File: src/rtl/mem_req_arbiter.sv
// Single-owner arbiter between ICache block fills and LSB accesses in front of the memory controller.
// Optional ICache starvation guard: define MEM_ARB_STARVE_GUARD_EN.
module mem_req_arbiter #(
  parameter int BLOCK_WIDTH  = 2,
  parameter int STARVE_LIMIT = 4
) (
  input  logic                           clk_in,
  input  logic                           rst_in,
  input  logic                           rdy_in,
  input  logic                           flush_signal,
  input  logic                           ic_req_en,
  input  logic [31:0]                    ic_req_addr,
  output logic                           ic_reply_en,
  output logic [(32<<BLOCK_WIDTH)-1:0]   ic_reply_data,
  input  logic                           lsb_req_en,
  input  logic                           lsb_req_type,
  input  logic [31:0]                    lsb_req_addr,
  input  logic [1:0]                     lsb_req_width,
  input  logic [31:0]                    lsb_req_data,
  output logic                           lsb_reply_en,
  output logic [31:0]                    lsb_reply_data,
  output logic                           mc_query_en,
  output logic                           mc_query_is_ic,
  output logic                           mc_query_type,
  output logic [31:0]                    mc_query_addr,
  output logic [1:0]                     mc_query_width,
  output logic [31:0]                    mc_query_data,
  input  logic                           mc_reply_en,
  input  logic [(32<<BLOCK_WIDTH)-1:0]   mc_reply_data
);

  typedef enum logic [1:0] {
    ST_IDLE     = 2'd0,
    ST_BUSY_IC  = 2'd1,
    ST_BUSY_LSB = 2'd2
  } state_e;

  state_e      state_r, state_s;
  logic        drop_r, drop_s;
  logic        q_en_r, q_en_s;
  logic        q_is_ic_r, q_is_ic_s;
  logic        q_type_r, q_type_s;
  logic [31:0] q_addr_r, q_addr_s;
  logic [1:0]  q_width_r, q_width_s;
  logic [31:0] q_data_r, q_data_s;

  logic idle_go_s;
  logic ic_force_s;
  logic lsb_grant_s;
  logic ic_grant_s;
  logic reply_ok_s;
  logic lsb_kill_s;

  assign idle_go_s   = rdy_in && (state_r == ST_IDLE);
  assign lsb_grant_s = idle_go_s && lsb_req_en && !flush_signal && !ic_force_s;
  assign ic_grant_s  = idle_go_s && ic_req_en && !lsb_grant_s;

  // A reply only counts while the controller is live and we are not being reset.
  assign reply_ok_s = rdy_in && !rst_in && mc_reply_en;
  assign lsb_kill_s = drop_r || (flush_signal && !q_type_r);

`ifdef MEM_ARB_STARVE_GUARD_EN
  localparam int STARVE_W = $clog2(STARVE_LIMIT + 1);

  logic [STARVE_W-1:0] starve_r, starve_s;

  assign ic_force_s = ic_req_en && (starve_r == STARVE_W'(STARVE_LIMIT));

  // Count LSB wins while the ICache is waiting; an ICache grant clears the count.
  always_comb begin
    starve_s = starve_r;
    if (ic_grant_s) begin
      starve_s = {STARVE_W{1'b0}};
    end else if (lsb_grant_s && ic_req_en && (starve_r != STARVE_W'(STARVE_LIMIT))) begin
      starve_s = starve_r + STARVE_W'(1);
    end else begin
      starve_s = starve_r;
    end
  end

  // Starvation counter register.
  always_ff @(posedge clk_in) begin
    if (rst_in) begin
      starve_r <= {STARVE_W{1'b0}};
    end else begin
      starve_r <= starve_s;
    end
  end
`else
  assign ic_force_s = 1'b0;
`endif

  // Next state and next query fields; rdy_in low freezes everything, including the issue pulse.
  always_comb begin
    state_s   = state_r;
    drop_s    = drop_r;
    q_en_s    = 1'b0;
    q_is_ic_s = q_is_ic_r;
    q_type_s  = q_type_r;
    q_addr_s  = q_addr_r;
    q_width_s = q_width_r;
    q_data_s  = q_data_r;
    if (!rdy_in) begin
      q_en_s = q_en_r;
    end else begin
      case (state_r)
        ST_IDLE: begin
          if (lsb_grant_s) begin
            state_s   = ST_BUSY_LSB;
            q_en_s    = 1'b1;
            q_is_ic_s = 1'b0;
            q_type_s  = lsb_req_type;
            q_addr_s  = lsb_req_addr;
            q_width_s = lsb_req_width;
            q_data_s  = lsb_req_data;
          end else if (ic_grant_s) begin
            state_s   = ST_BUSY_IC;
            q_en_s    = 1'b1;
            q_is_ic_s = 1'b1;
            q_type_s  = 1'b0;
            q_addr_s  = ic_req_addr;
            q_width_s = 2'd2;
            q_data_s  = 32'd0;
          end else begin
            state_s = ST_IDLE;
          end
        end
        ST_BUSY_IC: begin
          if (mc_reply_en) begin
            state_s = ST_IDLE;
          end else begin
            state_s = ST_BUSY_IC;
          end
        end
        ST_BUSY_LSB: begin
          // Stores issue post-commit, so only a load can be killed by a flush.
          if (flush_signal && !q_type_r) begin
            drop_s = 1'b1;
          end else begin
            drop_s = drop_r;
          end
          if (mc_reply_en) begin
            state_s = ST_IDLE;
            drop_s  = 1'b0;
          end else begin
            state_s = ST_BUSY_LSB;
          end
        end
        default: begin
          state_s = ST_IDLE;
          drop_s  = 1'b0;
        end
      endcase
    end
  end

  // State, drop flag and registered query fields.
  always_ff @(posedge clk_in) begin
    if (rst_in) begin
      state_r   <= ST_IDLE;
      drop_r    <= 1'b0;
      q_en_r    <= 1'b0;
      q_is_ic_r <= 1'b0;
      q_type_r  <= 1'b0;
      q_addr_r  <= 32'd0;
      q_width_r <= 2'd0;
      q_data_r  <= 32'd0;
    end else begin
      state_r   <= state_s;
      drop_r    <= drop_s;
      q_en_r    <= q_en_s;
      q_is_ic_r <= q_is_ic_s;
      q_type_r  <= q_type_s;
      q_addr_r  <= q_addr_s;
      q_width_r <= q_width_s;
      q_data_r  <= q_data_s;
    end
  end

  assign mc_query_en    = q_en_r;
  assign mc_query_is_ic = q_is_ic_r;
  assign mc_query_type  = q_type_r;
  assign mc_query_addr  = q_addr_r;
  assign mc_query_width = q_width_r;
  assign mc_query_data  = q_data_r;

  // Steer the controller reply to the owner in the same cycle it arrives.
  always_comb begin
    ic_reply_en    = 1'b0;
    ic_reply_data  = '0;
    lsb_reply_en   = 1'b0;
    lsb_reply_data = 32'd0;
    if (reply_ok_s && (state_r == ST_BUSY_IC)) begin
      ic_reply_en   = 1'b1;
      ic_reply_data = mc_reply_data;
    end else if (reply_ok_s && (state_r == ST_BUSY_LSB) && !lsb_kill_s) begin
      lsb_reply_en   = 1'b1;
      lsb_reply_data = mc_reply_data[31:0];
    end else begin
      ic_reply_en  = 1'b0;
      lsb_reply_en = 1'b0;
    end
  end

endmodule

File: config.mk
export PLATFORM = sky130hd
export DESIGN_NAME = mem_req_arbiter
export DESIGN_NICKNAME = d
export VERILOG_FILES = /design/src/rtl/mem_req_arbiter.sv
export SDC_FILE = /design/constraint.sdc
export NUM_CORES = 1
export LEC_CHECK = 0
export ABC_AREA = 0
export CAP_MARGIN = 20
export CORE_AREA = 2 2 181 183
export DETAILED_ROUTE_END_ITERATION = 10
export DIE_AREA = 0 0 183 185
export PLACE_DENSITY = 0.52
export SLEW_MARGIN = 20
export SYNTH_ARGS = -nofsm -noshare
export SYNTH_HDL_FRONTEND = slang
export SYNTH_SLANG_ARGS = --single-unit
export TNS_END_PERCENT = 100
File: constraint.sdc
create_clock -name clk_in -period 2 [get_ports clk_in]
set_input_delay 0.2 -clock clk_in [delete_from_list [all_inputs] [get_ports clk_in]]
set_output_delay 0.2 -clock clk_in [all_outputs]
set_load 0.01 [all_outputs]
After elaboration in Yosys (flattened, before gate mapping)
Cells that the tools add are included.
{"block": "op_classes", "n_eq_ne": 3, "mux": 27, "n_bitwise": 1, "n_reduce_logical": 22}
{"operator": "$mux W32", "count": 6}
{"operator": "$mux W128", "count": 1}
{"operator": "$mux W1", "count": 14}
{"operator": "$logic_and A1 B1 Y1", "count": 11}
{"operator": "$mux W2", "count": 4}
{"operator": "$pmux W2 S3", "count": 1}
{"operator": "$reduce_and A3 Y1", "count": 2}
{"operator": "$logic_not A1 Y1", "count": 5}
{"operator": "$ne A3 B3 Y1 const B", "count": 1}
{"operator": "$eq A2 B1 Y1 const B", "count": 1}
{"operator": "$eq A2 B2 Y1 const B", "count": 1}
{"operator": "$logic_not A2 Y1", "count": 1}
{"operator": "$pmux W1 S2", "count": 1}
{"operator": "$reduce_bool A2 Y1", "count": 1}
{"operator": "$reduce_or A2 Y1", "count": 1}
{"operator": "$logic_or A1 B1 Y1", "count": 1}
{"operator": "$not A1 Y1", "count": 1}
{"block": "totals", "register_bits": 72, "output_inout_bits": 231}

Logic depth before layout (Yosys ltp)
Gate-level depths: netlist (run 1).
{"block": "depth", "word_depth": 9, "depth_mapped": 5, "mapped_depth_nobuf": 3}

Least setup slack after synthesis (run 1)
OpenSTA, ideal clock, no wires.
{"block": "synth_path", "path_kind": "reg2out", "start": "register state_r[0]", "end": "output lsb_reply_data[10]", "t_arrival_ps": 1384, "path_slack_ps": 416, "path_stages_with_launch": 5, "cell_sequence": "dfxtp_1 or4b_4 nor3_4 clkbuf_2 and2_1"}
{"block": "synth_via", "elab_chain_cells": 5}
{"element": "start: declaration", "line_no": "38", "text": "state_e state_r, state_s;"}
{"element": "start signal: assignment", "line_no": "169", "text": "state_r <= state_s;"}
{"element": "$eq A2 B2 Y1", "line_no": "196", "text": "end else if (reply_ok_s && (state_r == ST_BUSY_LSB) && !lsb_kill_s) begin"}
{"element": "$logic_and A1 B1 Y1 (2 in a row)", "line_no": "196"}
{"element": "$mux W32", "line_no": "196"}
{"element": "$mux W32 (*)", "line_no": "193", "text": "if (reply_ok_s && (state_r == ST_BUSY_IC)) begin"}
{"element": "end: declaration", "line_no": "21", "text": "output logic [31:0] lsb_reply_data,"}
Mark *: on every way between the ends. The rest lies on a longest branch, timed or not.

Worst setup path in the final report (run 1)
{"block": "layout_path", "start": "register drop_r", "end": "output lsb_reply_data[14]"}
{"block": "layout_via", "elab_chain_cells": 5}
{"element": "start: declaration", "line_no": "39", "text": "logic drop_r, drop_s;"}
{"element": "start signal: assignment", "line_no": "170", "text": "drop_r <= drop_s;"}
{"element": "$logic_or A1 B1 Y1", "line_no": "60", "text": "assign lsb_kill_s = drop_r || (flush_signal && !q_type_r);"}
{"element": "$logic_not A1 Y1", "line_no": "196"}
{"element": "$logic_and A1 B1 Y1", "line_no": "196"}
{"element": "$mux W32", "line_no": "196"}
{"element": "$mux W32", "line_no": "193"}
Every way passes these cells.

==> flow_summary.json, run 1 <==
{
  "grt_use_total": 0.1380,
  "cts_tree": "done",
  "cts_max_path_buffers": 2,
  "grt_antenna_before_repair": 4,
  "vias": 5295,
  "ff2ff_setup_slack_ns": 0.37,
  "io_buffers": 464,
  "cpMaxStageDelayCell": "or4b_4",
  "relSlewSlack": 0.6919,
  "io_pins": 465,
  "grt_max_degree": 58,
  "drive_gt1_frac": 0.1907,
  "finalWorstSetupSlack_ns": -0.2130,
  "dp.cells": 1324,
  "die_width_um": 183,
  "setup_viol_count_final": 34,
  "period_needed_ns": 2.213,
  "violations": "setup timing",
  "cts.sinks": 72,
  "endpoint_kind": "output pin",
  "synth.net_count": 703,
  "ant_nets": 0,
  "timing.rr.start": "state_r[0]",
  "dr.pass1.iters": 4,
  "grt_pass1_wl_mm": 34.47,
  "cp_cell_sequence": "or4b_4 > nor3_4 > buf_4 > buf_12 > and2_1 > clkdlybuf4s15_2",
  "post-dp-hpwl_mm": 20.63,
  "final_area_mm2": 0.009698,
  "clkTransAtPathRegs_ns": 0.07,
  "grt_busiest_layer": "met2",
  "rsz0062_at_grt": "yes",
  "routabilityCongestion": 0.7247,
  "first_global_vias": 5261,
  "worstSkewPairLatency_ns": 0.34,
  "layout.nets": 1178,
  "max_freq_ghz": 0.4519,
  "drt_iter0_drc": 157,
  "fin_cells": 1362,
  "postSynthAreaPerCell_um2": 8.721,
  "tightest_slew_ns": 0.4621,
  "synth_cells": 469,
  "timing.final.crit_share": 1.107,
  "slowest_delay_ns": 0.54,
  "met1_usage": 0.1448,
  "cap_violations": 0,
  "synth_area_mm2": 0.004090,
  "ys_ff_latch": 72,
  "crit_fanout": 17,
  "finalWirelength_mm": 26.06,
  "min_delay_worst_endpoint": "mc_query_en",
  "hold_viol": 0,
  "std_cell_rows": 66,
  "powerDensity_mw_per_mm2": 467.3,
  "p_leak_nw": 4.548,
  "cp-start-kind": "flop",
  "fp.dieH_um": 185,
  "via_per_inst": 3.888,
  "dieArea_mm2": 0.03386,
  "route.detailed.drc": 0,
  "core_region_area_mm2": 0.03204,
  "worstHoldPathCells": 3,
  "cp.required_ns": 1.80,
  "vdd_drop_max_uv": 259.2,
  "overflow": 0,
  "hp-start": "rst_in",
  "critPathArrivalTime_ns": 2.01,
  "syn_to_final_growth_pct": 137.1,
  "initial_core_util": 0.1277,
  "synth-seq-area-share": 0.3524,
  "wire_per_inst_um": 19.14,
  "hold_path_class": "in2reg",
  "dp_slack_ns": -0.4035,
  "dpl-instance-area_mm2": 0.009374,
  "reg2reg_depth": 5,
  "fin_worst_skew_ns": 0.01129,
  "h-tree-depth": 3,
  "yosys_warnings": 0,
  "final-max-slew-violation-count": 0,
  "cts-buffers-inserted": 9,
  "synth.distinct_cells": 28,
  "status": "finished with violations",
  "tns_ns": -4.235,
  "critPathKind": "reg2out",
  "use_met2": 0.2689,
  "reg2reg_to": "mc_query_addr[24]",
  "ctsRootBufferMaster": "clkbuf_16",
  "use_met3": 0.04227
}
-- worst max-delay path: cells and delay by family, from the launching register on --
kind | cells | cell delay, ns
flip-flops | 1 | 0.32
buffers and inverters | 3 | 0.50
AND/OR/NAND/NOR | 3 | 0.83
-- power breakdown --
| group | total, mW | internal (mW) | switching [mW] |
|---|---|---|---|
| registers | 1.56 | 1.52 | 0.0427 |
| clock network | 1.83 | 1.16 | 0.672 |
| logic | 1.14 | 0.727 | 0.409 |
| total | 4.53 | 3.41 | 1.12 |
-- worst max path at each step --
stage                      from            endpoint  slack [ns]  cells after the start
finish                   drop_r  lsb_reply_data[14]       -0.21                      6
global route             drop_r  lsb_reply_data[14]       -0.27                      6
CTS                      drop_r  lsb_reply_data[31]       -0.32                      6
detailed placement  mc_reply_en  lsb_reply_data[31]       -0.40                      6
global placement    mc_reply_en  lsb_reply_data[31]       -0.40                      6
floorplan            state_r[0]  lsb_reply_data[10]        0.42                      4
-- final cells by class --
| type | instances | area, um2 |
|---|---|---|
| multi-input cells | 317 | 2377 |
| clock inverters | 5 | 78.83 |
| inverters | 34 | 127.6 |
| well taps | 408 | 510.5 |
| fillers | 3428 | 22340 |
| repair buffers | 510 | 4893 |
| diodes | 5 | 12.51 |
| clock buffers | 11 | 252.7 |
| flip-flops and latches | 72 | 1445 |
-- synthesized netlist by cell type --
cell | n | area [um2]
a21oi_1 | 2 | 10.01
a32oi_1 | 1 | 8.760
a211oi_1 | 1 | 7.510
and3_1 | 1 | 6.260
and2_1 | 160 | 1001
clkbuf_1 | 27 | 101.4
nor2_1 | 5 | 18.77
clkbuf_2 | 2 | 10.01
o21ai_2 | 1 | 8.760
dfxtp_1 | 72 | 1441
nor2b_1 | 3 | 18.77
or4b_4 | 1 | 13.76
a221oi_1 | 33 | 289.0
mux2i_1 | 32 | 320.3
inv_2 | 1 | 3.750
a22oi_1 | 1 | 7.510
buf_4 | 1 | 7.510
nand2_1 | 1 | 3.750
inv_1 | 33 | 123.9
o21ai_0 | 3 | 15.01
and4_1 | 1 | 8.760
a31oi_1 | 1 | 6.260
nor3_4 | 1 | 16.27
buf_1 | 3 | 11.26
a32o_1 | 34 | 340.3
buf_2 | 13 | 65.06
nand2b_1 | 34 | 212.7
nor3b_2 | 1 | 12.51
-- sequential cells by signal, summed over array words and instances (netlist names) --
register        cells
mc_query_is_ic      1
state_r             2
mc_query_addr      32
mc_query_type       1
mc_query_data      32
drop_r              1
mc_query_width      2
mc_query_en         1
-- cells by family after synthesis --
kind of cell    synth area share
compound gates            0.1695
buf+inv                  0.07892
flops                     0.3524
mux                      0.07831
simple gates              0.3209
-- layout by cell type, fill, tap and decap left out, drive strengths merged --
| cell | synthesis | final |
|---|---|---|
| a32oi | 1 | 1 |
| and3 | 1 | 1 |
| a21oi | 2 | 2 |
| clkinv | 0 | 3 |
| and2 | 160 | 160 |
| nand2 | 1 | 1 |
| a31oi | 1 | 1 |
| or4b | 1 | 1 |
| buf | 17 | 90 |
| a32o | 34 | 34 |
| dlygate4sd2 | 0 | 41 |
| o21ai | 4 | 4 |
| clkbuf | 29 | 46 |
| dlymetal6s2s | 0 | 18 |
| clkdlybuf4s50 | 0 | 299 |
| and4 | 1 | 1 |
| nand2b | 34 | 34 |
| bufinv | 0 | 2 |
| nor3b | 1 | 1 |
| dfxtp | 72 | 72 |
| nor3 | 1 | 1 |
| clkdlybuf4s15 | 0 | 27 |
| a221oi | 33 | 33 |
| nor2b | 3 | 3 |
| mux2i | 32 | 32 |
| inv | 34 | 34 |
| a22oi | 1 | 1 |
| a211oi | 1 | 1 |
| diode | 0 | 5 |
| nor2 | 5 | 5 |
-- per-layer routing --
layer | wire [um] | part of all wire
met5 | 0 | 0
met4 | 160 | 0.0061
met3 | 1863 | 0.071
met2 | 14530 | 0.56
met1 | 9510 | 0.36
-- what timing repair did --
action / in CTS / in global routing
setup endpoints to repair: 161 / 156
resized for setup: 328 / 123
pin swaps: 3 / 2
buffers inserted: 5 / 8
hold buffers: 0 / 0
cloned: 1 / 5
-- metrics by stage --
stage	hold slack [ns]	power [mW]	util
2_1_floorplan	0.3258	1.920	-
3_3_place_gp	0.4567	2.738	0.2926
3_5_place_dp	0.4580	2.742	0.2926
4_1_cts	0.1630	4.624	0.2983
5_1_grt	0.1802	4.748	0.3024
6_report	0.1818	4.532	0.3027
(Power assumes the default switching activity.)
==> run 2: changes to the inputs <==
--- a/config.mk
+++ b/config.mk
@@ -10,6 +10,7 @@
 export CORE_AREA = 2 2 181 183
 export DETAILED_ROUTE_END_ITERATION = 10
 export DIE_AREA = 0 0 183 185
+export MAX_ROUTING_LAYER = met4
 export PLACE_DENSITY = 0.52
 export SLEW_MARGIN = 20
 export SYNTH_ARGS = -nofsm -noshare
==> flow_summary.json, run 2 (synthesis gave the netlist of run 1 again) <==
{
  "cts_max_path_buffers": 2,
  "seq_power_share": 0.346,
  "final-max-slew-violation-count": 0,
  "ant_nets": 0,
  "drive_gt1_frac": 0.1791,
  "p_total_mw": 4.526,
  "switching_share": 0.2467,
  "cap_violations": 0,
  "grt_use_total": 0.1418,
  "switchingPower_mw": 1.117,
  "powerDensity_mw_per_mm2": 464.0,
  "h-tree-depth": 3,
  "tightest_slew_ns": 0.4758,
  "crit_fanout": 17,
  "fill_cells": 3422,
  "setup_viol_count_final": 34,
  "cpMaxStageDelayCell": "or4b_4",
  "grt_antenna_before_repair": 4,
  "overflow": 0,
  "comb_power_share": 0.251,
  "dieArea_mm2": 0.03386,
  "final_common_cell": "clkdlybuf4s50_1",
  "endpoint_kind": "output pin",
  "via_per_inst": 3.885,
  "cts.hold.buffers_added": 0,
  "rsz0062_at_grt": "yes",
  "clkTransAtPathRegs_ns": 0.07,
  "drt_iter0_drc": 178,
  "status": "finished with violations",
  "cts-buffers-inserted": 9,
  "layout.nets": 1178,
  "fin_worst_skew_ns": 0.01183,
  "final_cell_mix": "clkdlybuf4s50_1, and2_1, dfxtp_1",
  "final_util": 0.3044,
  "period_needed_ns": 2.199,
  "cts_tree": "done",
  "post-dp-hpwl_mm": 20.63,
  "grt_pass1_wl_mm": 34.34,
  "cp-start-kind": "flop",
  "hold_viol": 0,
  "wire_per_inst_um": 19.07,
  "die_width_um": 183,
  "hold_path_class": "in2reg",
  "initial_core_util": 0.1277,
  "slowest_delay_ns": 0.54,
  "route.detailed.drc": 0,
  "io_pins": 465,
  "p_leak_nw": 4.547,
  "max_freq_ghz": 0.4547,
  "relSlewSlack": 0.6828,
  "timing.final.crit_share": 1.100,
  "finalWorstSetupSlack_ns": -0.1993,
  "ctsRootBufferMaster": "clkbuf_16",
  "hold_slack_ns": 0.1825,
  "grt_max_degree": 58,
  "std_cell_rows": 66,
  "fp.dieH_um": 185,
  "dr.pass1.iters": 4,
  "dpl-instance-area_mm2": 0.009374,
  "internal-power_mw": 3.409,
  "cts.sinks": 72,
  "worstSkewPairLatency_ns": 0.34,
  "critPathArrivalTime_ns": 2.00,
  "final_area_mm2": 0.009753,
  "first_global_vias": 5295,
  "critPathKind": "reg2out",
  "vias": 5291,
  "cp_cell_sequence": "or4b_4 > nor3_4 > buf_4 > buf_12 > and2_1 > clkdlybuf4s15_2",
  "cp.required_ns": 1.80,
  "routabilityCongestion": 0.7333,
  "vdd_drop_max_uv": 260.2,
  "violations": "setup timing",
  "io_buffers": 464,
  "p_clk_frac": 0.403,
  "syn_to_final_growth_pct": 138.5,
  "finalWirelength_mm": 25.97,
  "core_region_area_mm2": 0.03204
}
==> run 2: path summary, 6_finish.rpt <==
path | start | cells past startpoint | end | slack [ns]
worst max-delay path | drop_r | 6 | lsb_reply_data[14] | -0.20
worst min-delay path | rst_in | 3 | mc_query_en | 0.18
worst min register to register | mc_query_addr[12] | 2 | mc_query_addr[12] | 0.46
worst max register to register | state_r[0] | 5 | mc_query_addr[24] | 0.38
==> run 2: worst max-delay path, delay by kind of cell, from the launching register on <==
| kind | cells | cell delay [ns] |
|---|---|---|
| flops | 1 | 0.32 |
| buf+inv | 3 | 0.50 |
| simple gates | 3 | 0.83 |
==> run 2: metrics by stage <==
step	setup TNS, ns	std cells	worst slack (ns)
floorplan	0	469	0.4163
global placement	-42.68	1324	-0.4015
detailed placement	-43.99	1324	-0.4035
CTS	-12.02	1346	-0.3167
global route	-6.812	1359	-0.2676
finish	-4.124	1362	-0.1993
==> run 2: area by class of cell <==
cell class | count | area [um2] | area share
well taps | 408 | 510.5 | 0.05234
repair buffers | 510 | 4949 | 0.5074
clock buffers | 11 | 252.7 | 0.02591
multi-input cells | 317 | 2377 | 0.2437
clock inverters | 5 | 78.83 | 0.008082
diodes | 5 | 12.51 | 0.001283
inverters | 34 | 127.6 | 0.01309
flip-flops and latches | 72 | 1445 | 0.1482
==> run 2: routing by layer <==
| layer | share of wire | global-route usage |
|---|---|---|
| met5 | 0 | - |
| met4 | 0.0026 | 0.02912 |
| met3 | 0.062 | 0.03401 |
| met2 | 0.56 | 0.2691 |
| met1 | 0.37 | 0.1491 |
==> run 2: timing repair <==
item	in CTS	in global routing
endpoints found under the setup margin	161	156
resized for setup	328	112
setup buffers	5	8
gates cloned	1	5
pin swaps	3	2
==> run 2: power by group through the flow <==
stage	combinational [mW]	sequential, mW	clock [mW]
after floorplan	0.286	1.63	0
final	1.14	1.56	1.82
after detailed placement	1.15	1.60	0
after global placement	1.15	1.59	0
after global routing	1.22	1.57	1.95
after CTS	1.15	1.56	1.91
==> run 3: changes to the inputs <==
--- a/config.mk
+++ b/config.mk
@@ -10,9 +10,10 @@
 export CORE_AREA = 2 2 181 183
 export DETAILED_ROUTE_END_ITERATION = 10
 export DIE_AREA = 0 0 183 185
+export GPL_TIMING_DRIVEN = 0
 export MAX_ROUTING_LAYER = met4
 export PLACE_DENSITY = 0.52
-export SLEW_MARGIN = 20
+export SLEW_MARGIN = 25
 export SYNTH_ARGS = -nofsm -noshare
 export SYNTH_HDL_FRONTEND = slang
 export SYNTH_SLANG_ARGS = --single-unit
==> flow_summary.json, run 3 (synthesis gave the netlist of run 1 again) <==
{
  "initial_core_util": 0.1277,
  "hp-start": "rdy_in",
  "worstHoldPathCells": 3,
  "internal-power_mw": 3.107,
  "first_global_vias": 5441,
  "die_width_um": 183,
  "multi_input_area_mm2": 0.002471,
  "cts.sinks": 72,
  "violations": "setup timing",
  "crit_fanout": 7,
  "h-tree-depth": 3,
  "fill_cells": 3423,
  "io_buffers": 464,
  "finalWirelength_mm": 27.08,
  "layout.nets": 1200,
  "setup_viol_count_final": 93,
  "period_needed_ns": 2.145,
  "p_leak_nw": 4.341,
  "final_cell_mix": "clkdlybuf4s50_1, and2_1, buf_2",
  "vdd_drop_max_uv": 302.3,
  "via_per_inst": 3.890,
  "cts_max_path_buffers": 2,
  "final-max-slew-violation-count": 0,
  "critPathArrivalTime_ns": 1.94,
  "fin_cells": 1380,
  "drive_gt1_frac": 0.3069,
  "clkTransAtPathRegs_ns": 0.08,
  "cap_violations": 0,
  "drt_iter0_drc": 214,
  "critPathKind": "reg2out",
  "final_common_cell": "clkdlybuf4s50_1",
  "fp.dieH_um": 185,
  "ff_latch_area_mm2": 0.001446,
  "switchingPower_mw": 1.241,
  "grt_pass1_wl_mm": 36.65,
  "endpoint_kind": "output pin",
  "wire_per_inst_um": 19.63,
  "syn_to_final_growth_pct": 139.6,
  "reg2reg_depth": 7,
  "dieArea_mm2": 0.03386,
  "tns_ns": -5.709,
  "cts_tree": "done",
  "timing.rr.start": "state_r[0]",
  "grt_use_total": 0.1537,
  "ff2ff_setup_slack_ns": 0.15,
  "route.detailed.drc": 0,
  "cp-start-kind": "flop",
  "fin_worst_skew_ns": 0.01573,
  "overflow": 0,
  "post-dp-hpwl_mm": 22.39,
  "cts-buffers-inserted": 9,
  "grt_max_degree": 16,
  "dp_slack_ns": -1.196,
  "status": "finished with violations",
  "p_clk_frac": 0.380,
  "dr.pass1.iters": 5,
  "reg2reg_to": "mc_query_addr[6]",
  "powerDensity_mw_per_mm2": 443.7,
  "finalWorstSetupSlack_ns": -0.1447,
  "comb_power_share": 0.260,
  "tightest_slew_ns": 0.6943,
  "relSlewSlack": 0.5371,
  "rsz0062_at_grt": "yes",
  "io_pins": 465,
  "switching_share": 0.2854,
  "max_freq_ghz": 0.4663,
  "seq_power_share": 0.360,
  "grt_antenna_before_repair": 3,
  "cp.required_ns": 1.80,
  "routabilityCongestion": 0.7672,
  "hold_viol": 0,
  "vias": 5368,
  "ant_nets": 0,
  "worstSkewPairLatency_ns": 0.35,
  "dp.cells": 1341,
  "ctsRootBufferMaster": "clkbuf_16",
  "core_region_area_mm2": 0.03204,
  "timing.final.crit_share": 1.072,
  "min_delay_worst_endpoint": "drop_r",
  "std_cell_rows": 66,
  "hold_path_class": "in2reg",
  "hold_slack_ns": 0.3529
}
[run 3: worst max-delay path by stage]
| stage | slack, ns | to | depth (start not counted) | from |
|---|---|---|---|---|
| global placement | -1.16 | ic_reply_data[35] | 7 | rdy_in |
| global route | -0.21 | lsb_reply_data[12] | 6 | state_r[0] |
| CTS | -0.27 | lsb_reply_data[29] | 7 | state_r[0] |
| floorplan | 0.42 | lsb_reply_data[10] | 4 | state_r[0] |
| detailed placement | -1.20 | ic_reply_data[35] | 7 | rdy_in |
| finish | -0.14 | lsb_reply_data[23] | 6 | state_r[0] |
[run 3: metal layers]
metal | vias up | wire length (um) | track usage
met5 | - | 0 | -
met4 | 0 | 257 | 0.02496
met3 | 16 | 1780 | 0.03539
met2 | 235 | 15120 | 0.3000
met1 | 2510 | 9925 | 0.1582
li1 | 2607 | - | -
[run 3: worst max-delay path, stage by stage (launching register included)]
cell     delay [ns]
dfxtp_4        0.35
or4b_4         0.52
nor3_4         0.16
buf_12         0.17
buf_8          0.13
and2_4         0.15
buf_6          0.09
[run 3: timing repair]
action	4_1_cts	5_1_grt
hold buffers	0	0
resized for setup	734	101
cloned	8	1
setup buffers	13	1
setup endpoints to repair	165	166
pin swaps	20	11
[run 3: final cells by class]
class | instances | area share
inverters | 34 | 0.01328
well taps | 408 | 0.05210
multi-input cells | 317 | 0.2522
clock inverters | 7 | 0.006640
repair buffers | 486 | 0.4606
diodes | 1 | 0.0002554
plain buffers | 46 | 0.04431
clock buffers | 9 | 0.02299
flip-flops and latches | 72 | 0.1476
[run 3: power groups by stage]
stage	logic, mW	registers (mW)	clock network [mW]
after floorplan	0.286	1.63	0
after global placement	1.11	1.59	0
after detailed placement	1.11	1.60	0
after CTS	1.14	1.56	1.71
after global routing	1.22	1.57	1.76
final	1.13	1.56	1.65
[run 3: through the flow]
| step | area, um2 | total power [mW] | util |
|---|---|---|---|
| floorplan | 4090 | 1.920 | - |
| global placement | 9245 | 2.702 | 0.2885 |
| detailed placement | 9245 | 2.711 | 0.2885 |
| CTS | 9641 | 4.418 | 0.3009 |
| global route | 9798 | 4.551 | 0.3058 |
| finish | 9798 | 4.347 | 0.3058 |
